### config.mk
export PLATFORM = sky130hd
export DESIGN_NAME = rr_arbiter_4_flat
export DESIGN_NICKNAME = d
export VERILOG_FILES = /design/src/rtl/rr_arbiter_4_if.sv /design/src/rtl/rr_arbiter_4.sv /design/src/flat_wrapper.sv
export SDC_FILE = /design/constraint.sdc
export NUM_CORES = 1
export LEC_CHECK = 0
export BUFFER_PORTS_ARGS = -buffer_cell sky130_fd_sc_hd__buf_2
export CAP_MARGIN = 20
export CORE_MARGIN = 4
export CORE_UTILIZATION = 51
export DETAILED_ROUTE_END_ITERATION = 10
export GPL_TIMING_DRIVEN = 0
export PLACE_DENSITY = 0.73
export SLEW_MARGIN = 20
export SYNTH_ARGS = -nofsm -noshare
export SYNTH_HDL_FRONTEND = slang
export SYNTH_SLANG_ARGS = --single-unit
### constraint.sdc
create_clock -name clock -period 2.1 [get_ports clock]
set_input_delay 0.63 -clock clock [delete_from_list [all_inputs] [get_ports clock]]
set_output_delay 0.63 -clock clock [all_outputs]
set_load 0.03 [all_outputs]
### src/rtl/rr_arbiter_4_if.sv
// Request/grant bundle between the four agents and the round-robin arbiter.
// master: the agent side (drives requests); slave: the arbiter side.
interface rr_arbiter_4_if;
  logic       req_0;
  logic       req_1;
  logic       req_2;
  logic       req_3;
  logic       gnt_0;
  logic       gnt_1;
  logic       gnt_2;
  logic       gnt_3;
  logic [1:0] gnt_id;
  logic       busy;
  logic       timeout;

  modport master (
    output req_0, req_1, req_2, req_3,
    input  gnt_0, gnt_1, gnt_2, gnt_3, gnt_id, busy, timeout
  );

  modport slave (
    input  req_0, req_1, req_2, req_3,
    output gnt_0, gnt_1, gnt_2, gnt_3, gnt_id, busy, timeout
  );
endinterface

### src/rtl/rr_arbiter_4.sv
// Four-requester round-robin arbiter with bounded tenure.
// One owner at a time, a one-cycle all-low gap between owners, and a forced
// release plus one-cycle timeout pulse when a tenure reaches MAX_HOLD cycles.
// Every output comes straight from a flop; req only feeds next-state logic.
// MAX_HOLD must lie in 1..(2**CNT_W - 1) so the tenure counter can reach it.
module rr_arbiter_4 #(
  parameter int MAX_HOLD = 8,
  parameter int CNT_W    = 4
) (
  input  logic          clock,
  input  logic          reset,
  rr_arbiter_4_if.slave bus
);

  typedef enum logic [1:0] {
    IDLE    = 2'd0,
    GRANT   = 2'd1,
    RELEASE = 2'd2
  } state_t;

  localparam logic [CNT_W-1:0] HOLD_LIMIT = CNT_W'(MAX_HOLD);
  localparam logic [CNT_W-1:0] CNT_ONE    = CNT_W'(1);

  state_t           state, state_nxt;
  logic [3:0]       req;
  logic [3:0]       gnt, gnt_nxt;
  logic [1:0]       gnt_id, gnt_id_nxt;
  logic [1:0]       last, last_nxt;
  logic             busy, busy_nxt;
  logic             timeout, timeout_nxt;
  logic [CNT_W-1:0] hold_cnt, hold_cnt_nxt;

  logic             win_vld;
  logic [1:0]       win_id;
  logic [1:0]       cand;
  logic             owner_req;

  assign req = {bus.req_3, bus.req_2, bus.req_1, bus.req_0};

  // Round-robin pick: scan last+1, last+2, last+3, last; first requester wins.
  // The previous owner comes last, so it only wins again when alone.
  always_comb begin
    win_vld = 1'b0;
    win_id  = 2'd0;
    cand    = 2'd0;
    for (int k = 1; k <= 4; k++) begin
      cand = last + 2'(k);
      if (!win_vld && req[cand]) begin
        win_vld = 1'b1;
        win_id  = cand;
      end
    end
  end

  // The current owner's own request decides whether its tenure continues.
  assign owner_req = req[gnt_id];

  // Next-state and next-output logic; holding everything is the default.
  always_comb begin
    state_nxt    = state;
    gnt_nxt      = gnt;
    gnt_id_nxt   = gnt_id;
    busy_nxt     = busy;
    timeout_nxt  = 1'b0;
    hold_cnt_nxt = hold_cnt;
    last_nxt     = last;

    unique case (state)
      // IDLE and RELEASE arbitrate identically; RELEASE just never lingers.
      IDLE, RELEASE: begin
        gnt_nxt      = 4'b0000;
        gnt_id_nxt   = 2'd0;
        busy_nxt     = 1'b0;
        hold_cnt_nxt = '0;
        state_nxt    = IDLE;
        if (win_vld) begin
          gnt_nxt         = 4'b0000;
          gnt_nxt[win_id] = 1'b1;
          gnt_id_nxt      = win_id;
          busy_nxt        = 1'b1;
          hold_cnt_nxt    = CNT_ONE;
          state_nxt       = GRANT;
        end
      end

      // Other agents are not looked at here: no preemption mid-tenure.
      // A voluntary drop wins over the limit, so no timeout in that case.
      GRANT: begin
        if (!owner_req || (hold_cnt == HOLD_LIMIT)) begin
          gnt_nxt      = 4'b0000;
          gnt_id_nxt   = 2'd0;
          busy_nxt     = 1'b0;
          hold_cnt_nxt = '0;
          last_nxt     = gnt_id;
          timeout_nxt  = owner_req;
          state_nxt    = RELEASE;
        end else begin
          hold_cnt_nxt = hold_cnt + CNT_ONE;
        end
      end

      default: begin
        gnt_nxt      = 4'b0000;
        gnt_id_nxt   = 2'd0;
        busy_nxt     = 1'b0;
        hold_cnt_nxt = '0;
        state_nxt    = IDLE;
      end
    endcase
  end

  // State and output registers; reset drops grants at once and hands
  // top priority back to agent 0 by parking last at 3.
  always_ff @(posedge clock or posedge reset) begin
    if (reset) begin
      state    <= IDLE;
      gnt      <= 4'b0000;
      gnt_id   <= 2'd0;
      busy     <= 1'b0;
      timeout  <= 1'b0;
      hold_cnt <= '0;
      last     <= 2'd3;
    end else begin
      state    <= state_nxt;
      gnt      <= gnt_nxt;
      gnt_id   <= gnt_id_nxt;
      busy     <= busy_nxt;
      timeout  <= timeout_nxt;
      hold_cnt <= hold_cnt_nxt;
      last     <= last_nxt;
    end
  end

  assign bus.gnt_0   = gnt[0];
  assign bus.gnt_1   = gnt[1];
  assign bus.gnt_2   = gnt[2];
  assign bus.gnt_3   = gnt[3];
  assign bus.gnt_id  = gnt_id;
  assign bus.busy    = busy;
  assign bus.timeout = timeout;

endmodule

### src/flat_wrapper.sv
// flat-port wrapper written by rule: the top's interface ports become plain ports
module rr_arbiter_4_flat 
#(
  parameter int MAX_HOLD = 8,
  parameter int CNT_W    = 4
)
  (clock, reset, bus_req_0, bus_req_1, bus_req_2, bus_req_3, bus_gnt_0, bus_gnt_1, bus_gnt_2, bus_gnt_3, bus_gnt_id, bus_busy, bus_timeout);
  rr_arbiter_4_if bus_i ();
  input  logic clock;
  input  logic reset;
  input wire logic [$bits(bus_i.req_0)-1:0] bus_req_0;
  input wire logic [$bits(bus_i.req_1)-1:0] bus_req_1;
  input wire logic [$bits(bus_i.req_2)-1:0] bus_req_2;
  input wire logic [$bits(bus_i.req_3)-1:0] bus_req_3;
  output wire logic [$bits(bus_i.gnt_0)-1:0] bus_gnt_0;
  output wire logic [$bits(bus_i.gnt_1)-1:0] bus_gnt_1;
  output wire logic [$bits(bus_i.gnt_2)-1:0] bus_gnt_2;
  output wire logic [$bits(bus_i.gnt_3)-1:0] bus_gnt_3;
  output wire logic [$bits(bus_i.gnt_id)-1:0] bus_gnt_id;
  output wire logic [$bits(bus_i.busy)-1:0] bus_busy;
  output wire logic [$bits(bus_i.timeout)-1:0] bus_timeout;
  assign bus_i.req_0 = bus_req_0;
  assign bus_i.req_1 = bus_req_1;
  assign bus_i.req_2 = bus_req_2;
  assign bus_i.req_3 = bus_req_3;
  assign bus_gnt_0 = bus_i.gnt_0;
  assign bus_gnt_1 = bus_i.gnt_1;
  assign bus_gnt_2 = bus_i.gnt_2;
  assign bus_gnt_3 = bus_i.gnt_3;
  assign bus_gnt_id = bus_i.gnt_id;
  assign bus_busy = bus_i.busy;
  assign bus_timeout = bus_i.timeout;
  rr_arbiter_4 #(.MAX_HOLD(MAX_HOLD), .CNT_W(CNT_W)) u_core (.clock(clock), .reset(reset), .bus(bus_i));
endmodule
==> reports/results.tsv, run 1 <==
metric	value	unit
Synth top area share	44.2	%
Final setup viols	0	
post-CTS setup buffers	0	
Clock transition at path regs	0.09	ns
Finished Layout Cells	97	
critical path class	flip-flop to flip-flop	
most frequent cell after synthesis	dfrtp_1	
Avg Inst Size Synth	11.3	µm²
VDD IR-drop max	0.679	mV
area grow syn2layout	15.0	%
largest net degree at the start of global routing	16	
fin area	846	µm²
Internal	707	µW
Die Wd	46.0	µm
setup TNS	0	ns
fin. max-slew vios	0	
Leak	0.000400	µW
post-synthesis sequential area ratio	51.4	%
CP required	2.33	ns
CTS tree	done	
post-synthesis instance total	65	
CTS Hold Bufs	0	
Post-DRT Antenna Nets	0	
Comb pwr share	46.1	%
switching power	494	µW
ant diodes	0	
initial core utilization	55.2	%
DRC	0	
pwr dens	1420	nW/µm²
Post-synth top flop	dfrtp_1	
Post-DP Area	820	µm²
router iterations before antenna repair	3	
vias in the first global route	523	
crit path to	u_core.gnt[3]	
global-route wire length before repair	2150	µm
Cell Area, Synth	736	µm²
share of layout cells above drive strength 1	30.5	%
skew final	0.00116	ns
Slew @ Worst Pin	0.558	ns
Worst R2R End	u_core.gnt[3]	
worst skew pair latency	0.28	ns
hold_ws	0.380	ns
via count	535	
crit path from	u_core.last[1]	
Nets	91	
die area	2110	µm²
clock share of power	13.8	%
I/O Buffers	13	
Worst setup EP type	flip-flop	
total global routing overflow	0	
Syn Nets	73	
#FFs+latches synth	15	
CP arrival	1.92	ns
hpwl dp	981	µm
post-synth top area cell	dfrtp_1	
max_cap viols	0	
Avg Vias per Cell	5.52	
post-CTS resize count	0	
I/O pins	14	
hold crit path type	primary input to async pin	
total wire length	1330	µm
RSZ-0062 raised after global routing	false	
Core ar.	1330	µm²
final RePlAce weighted congestion	0.754	
crit-path max FO	7	
DIE HEIGHT	46.0	µm
Worst R2R Start	u_core.last[1]	
Sw Share	41.1	%
Fillers	119	
top cells by count, synth	dfrtp_1, nand2_1, nor2_1, inv_1	
Final Cycle Share	80.4	%
Flop pwr share	40.1	%
placed cells	93	
clock sink count	15	
Async S/R FF share, synth	100	%
Syn. warnings	0	
Max Clock Freq	592	MHz
R2R setup slack	0.41	ns
CTS buffer count	3	
WL per Instance	13.7	µm
initial antenna violation count	0	
H-tree depth	1	
GR Util All Layers	14.9	%
first-iteration detailed-routing DRC count	7	
depth of the most critical reg-to-reg path	4	
CTS root buffer	clkbuf_4	
slew margin rel.	62.8	%
final hold violations	0	
status	finished, final reports clean	
Synth cell types	30	
leading post-synthesis cells by cell area	dfrtp_1, dfstp_2, a32o_1	
crit path time final	1.69	ns
# rows	13	
CP Launch Type	flip-flop	
EDFF count, synth	0	
Max clock buf depth	2	
==> worst max-delay path: stages, from the launching register on <==
cell	delay, ns
dfstp_2	0.52
clkbuf_1	0.25
nand2_1	0.11
a221oi_1	0.50
a32o_1	0.24
==> layout make-up <==
cell class                 instances  area (µm²)  share of cell area, %
clock buffer                       4        26.3                   3.11
sequential                        15         378                   44.7
inverter                           4        15.0                   1.78
timing repair buffer              13        65.1                   7.69
multi-input combinational         44         328                   38.8
buffer                             2        15.0                   1.78
tap                               15        18.8                   2.22
==> placed cells by master, fill, tap and decap left out, types with 2 or more instances in the layout <==
cell type and n:
ha_1 2, o21ai_0 3, mux2_2 2, nand3_1 2, a21oi_1 2, a32o_1 3, dfstp_2 2, nor2b_1 3
buf_2 13, dfrtp_1 13, nor2_1 5, clkbuf_4 3, inv_1 4, clkbuf_1 2, nand2_1 6
==> worst min-delay path by stage <==
| stage | start | end | slack, ns | cells after the start |
|---|---|---|---|---|
| 6_report | reset | u_core.hold_cnt[1] | 0.38 | 2 |
| 4_1_cts | reset | u_core.gnt[0] | 0.39 | 2 |
| 5_1_grt | reset | u_core.gnt[3] | 0.41 | 2 |
| 3_5_place_dp | u_core.gnt[1] | u_core.gnt[1] | 0.48 | 2 |
| 3_3_place_gp | u_core.gnt[1] | u_core.gnt[1] | 0.47 | 2 |
| 2_1_floorplan | u_core.state[1] | u_core.bus.timeout | 0.48 | 3 |
==> cells by family after synthesis <==
logic type	synth area share, %
multiplexers	7.48
flip-flops	51.4
adder cells (fa/ha/maj)	3.40
AND/OR/NAND/NOR	13.8
XOR/XNOR	2.38
AO/OA/AOI/OAI	17.5
buffers and inverters	4.08
==> power groups by stage <==
stage / clock, µW / combinational (µW) / sequential [µW]
2_1_floorplan: 0 / 318 / 585
3_3_place_gp: 0 / 550 / 484
3_5_place_dp: 0 / 555 / 488
4_1_cts: 174 / 558 / 483
5_1_grt: 183 / 602 / 498
6_report: 166 / 554 / 481
==> per-layer routing <==
layer	part of all wire (%)	global-route usage [%]
met1	51	19.1
met2	42	21.7
met3	5.0	3.56
met4	1.7	10.2
met5	0	0
==> metrics by stage <==
step	power, µW	setup WS, ns	utilization, %
detailed placement	1040	0.139	61.4
global route	1280	0.242	63.4
global placement	1030	0.137	61.4
CTS	1210	0.365	63.4
finish	1200	0.411	63.4
floorplan	902	0.322	-
==> sequential cells by signal (all words and copies together) (netlist names) <==
| register | cells |
|---|---|
| u_core.gnt | 4 |
| u_core.hold_cnt | 4 |
| u_core.bus.gnt_id | 2 |
| u_core.last | 2 |
| u_core.state | 2 |
| u_core.bus.timeout | 1 |
No activity file was read; power rests on OpenSTA's default activity.
==> inputs of run 2 (changes only) <==
Settings changed: CORE_UTILIZATION 51 to 46, PLACE_DENSITY 0.73 to 0.7.
Clock period 2.1 ns to 1.4 ns, I/O delays scaled along.
==> reports/results.tsv, run 2 (synthesis gave the netlist of run 1 again) <==
metric	value	unit
status	finished with violations	
violated checks	setup timing	
hpwl dp	976	µm
final RePlAce weighted congestion	0.734	
slew margin rel.	63.2	%
pwr dens	2170	nW/µm²
final hold violations	0	
VDD IR-drop max	1.00	mV
vias in the first global route	496	
CP arrival	1.76	ns
CTS tree	done	
GR Util All Layers	14.3	%
Final setup viols	13	
initial antenna violation count	0	
Avg Vias per Cell	5.47	
R2R setup slack	-0.15	ns
hold_ws	0.172	ns
placed cells	94	
CP Launch Type	flip-flop	
hold crit path type	primary input to async pin	
skew final	0.000675	ns
Final Cycle Share	111	%
DRC	0	
total global routing overflow	0	
crit path time final	1.55	ns
worst skew pair latency	0.28	ns
total wire length	1380	µm
Worst R2R Start	u_core.bus.gnt_id[0]	
Leak	0.000428	µW
Max Clock Freq	646	MHz
# rows	14	
setup TNS	-0.982	ns
depth of the most critical reg-to-reg path	3	
Clock transition at path regs	0.08	ns
Core ar.	1510	µm²
die area	2300	µm²
Finished Layout Cells	100	
I/O pins	14	
most frequent cells in the layout	buf_2, dfrtp_1, nand2_1, nor2_1, inv_1	
H-tree depth	1	
I/O Buffers	13	
via count	547	
critical path class	flip-flop to flip-flop	
setup ws final	-0.148	ns
DIE HEIGHT	48.0	µm
clock sink count	15	
CTS root buffer	clkbuf_4	
max_cap viols	0	
Max clock buf depth	2	
CP required	1.61	ns
WL per Instance	13.8	µm
Regs by FF count	u_core.gnt: 4 flops, u_core.hold_cnt: 4 flops	
Slew @ Worst Pin	0.551	ns
share of layout cells above drive strength 1	36.9	%
Die Wd	48.0	µm
Worst R2R End	u_core.last[1]	
total power after layout	1950	µW
first-iteration detailed-routing DRC count	9	
fin. max-slew vios	0	
Post-DRT Antenna Nets	0	
crit-path max FO	4	
initial core utilization	48.8	%
RSZ-0062 raised after global routing	true	
Fillers	121	
CTS buffer count	3	
Worst setup EP type	flip-flop	
ant diodes	0	
area grow syn2layout	21.9	%
largest net degree at the start of global routing	16	
global-route wire length before repair	2210	µm
Nets	93	
router iterations before antenna repair	4	
-- run 2: how the worst max path moves through the flow --
| stage | from | endpoint | slack, ns | cells after the start |
|---|---|---|---|---|
| 2_1_floorplan | u_core.bus.gnt_id[0] | u_core.state[0] | -0.23 | 4 |
| 3_3_place_gp | bus_req_3 | u_core.last[0] | -0.32 | 4 |
| 3_5_place_dp | bus_req_3 | u_core.last[0] | -0.33 | 4 |
| 4_1_cts | u_core.bus.gnt_id[0] | u_core.last[1] | -0.17 | 3 |
| 5_1_grt | u_core.bus.gnt_id[0] | u_core.last[0] | -0.20 | 3 |
| 6_report | u_core.bus.gnt_id[0] | u_core.last[1] | -0.15 | 3 |
-- run 2: cell type report --
cell class / count / area (µm²) / share of cell area, %
Multi-Input combinational cell: 44 / 352 / 39.2
Clock buffer: 4 / 26.3 / 2.93
Inverter: 4 / 15.0 / 1.67
Tap cell: 16 / 20.0 / 2.23
Sequential cell: 15 / 379 / 42.3
Timing Repair Buffer: 17 / 105 / 11.7
-- run 2: routing by layer --
layer	up-vias	wire length, µm	GRT usage (%)
li1	271	-	-
met1	263	682	19.7
met2	11	597	19.3
met3	2	87	7.14
met4	0	10	4.84
met5	-	0	0
-- run 2: timing repair --
action / in CTS / in global routing
pin swaps: 1 / 1
setup endpoints to repair: 11 / 13
gates resized for setup: 6 / 2
setup buffers: 2 / 2
hold buffers: 0 / 0
-- run 2: worst max-delay path, stage by stage, from the launching register on --
cell	delay (ns)
dfrtp_2	0.39
mux4_2	0.57
a21boi_4	0.21
mux2_4	0.31
-- run 2: where the power goes --
group | leakage [µW] | switching (µW) | internal, µW
Sequential | 0.000190 | 139 | 608
Clock | 0.0000150 | 129 | 111
Combinational | 0.000222 | 510 | 454
-- run 2: through the flow --
step	util (%)	setup WS (ns)	area [µm²]
after global placement	54.6	-0.320	822
after detailed placement	54.6	-0.330	822
after floorplan	-	-0.228	737
after CTS	58.1	-0.171	876
after global routing	59.6	-0.203	897
final	59.6	-0.148	897
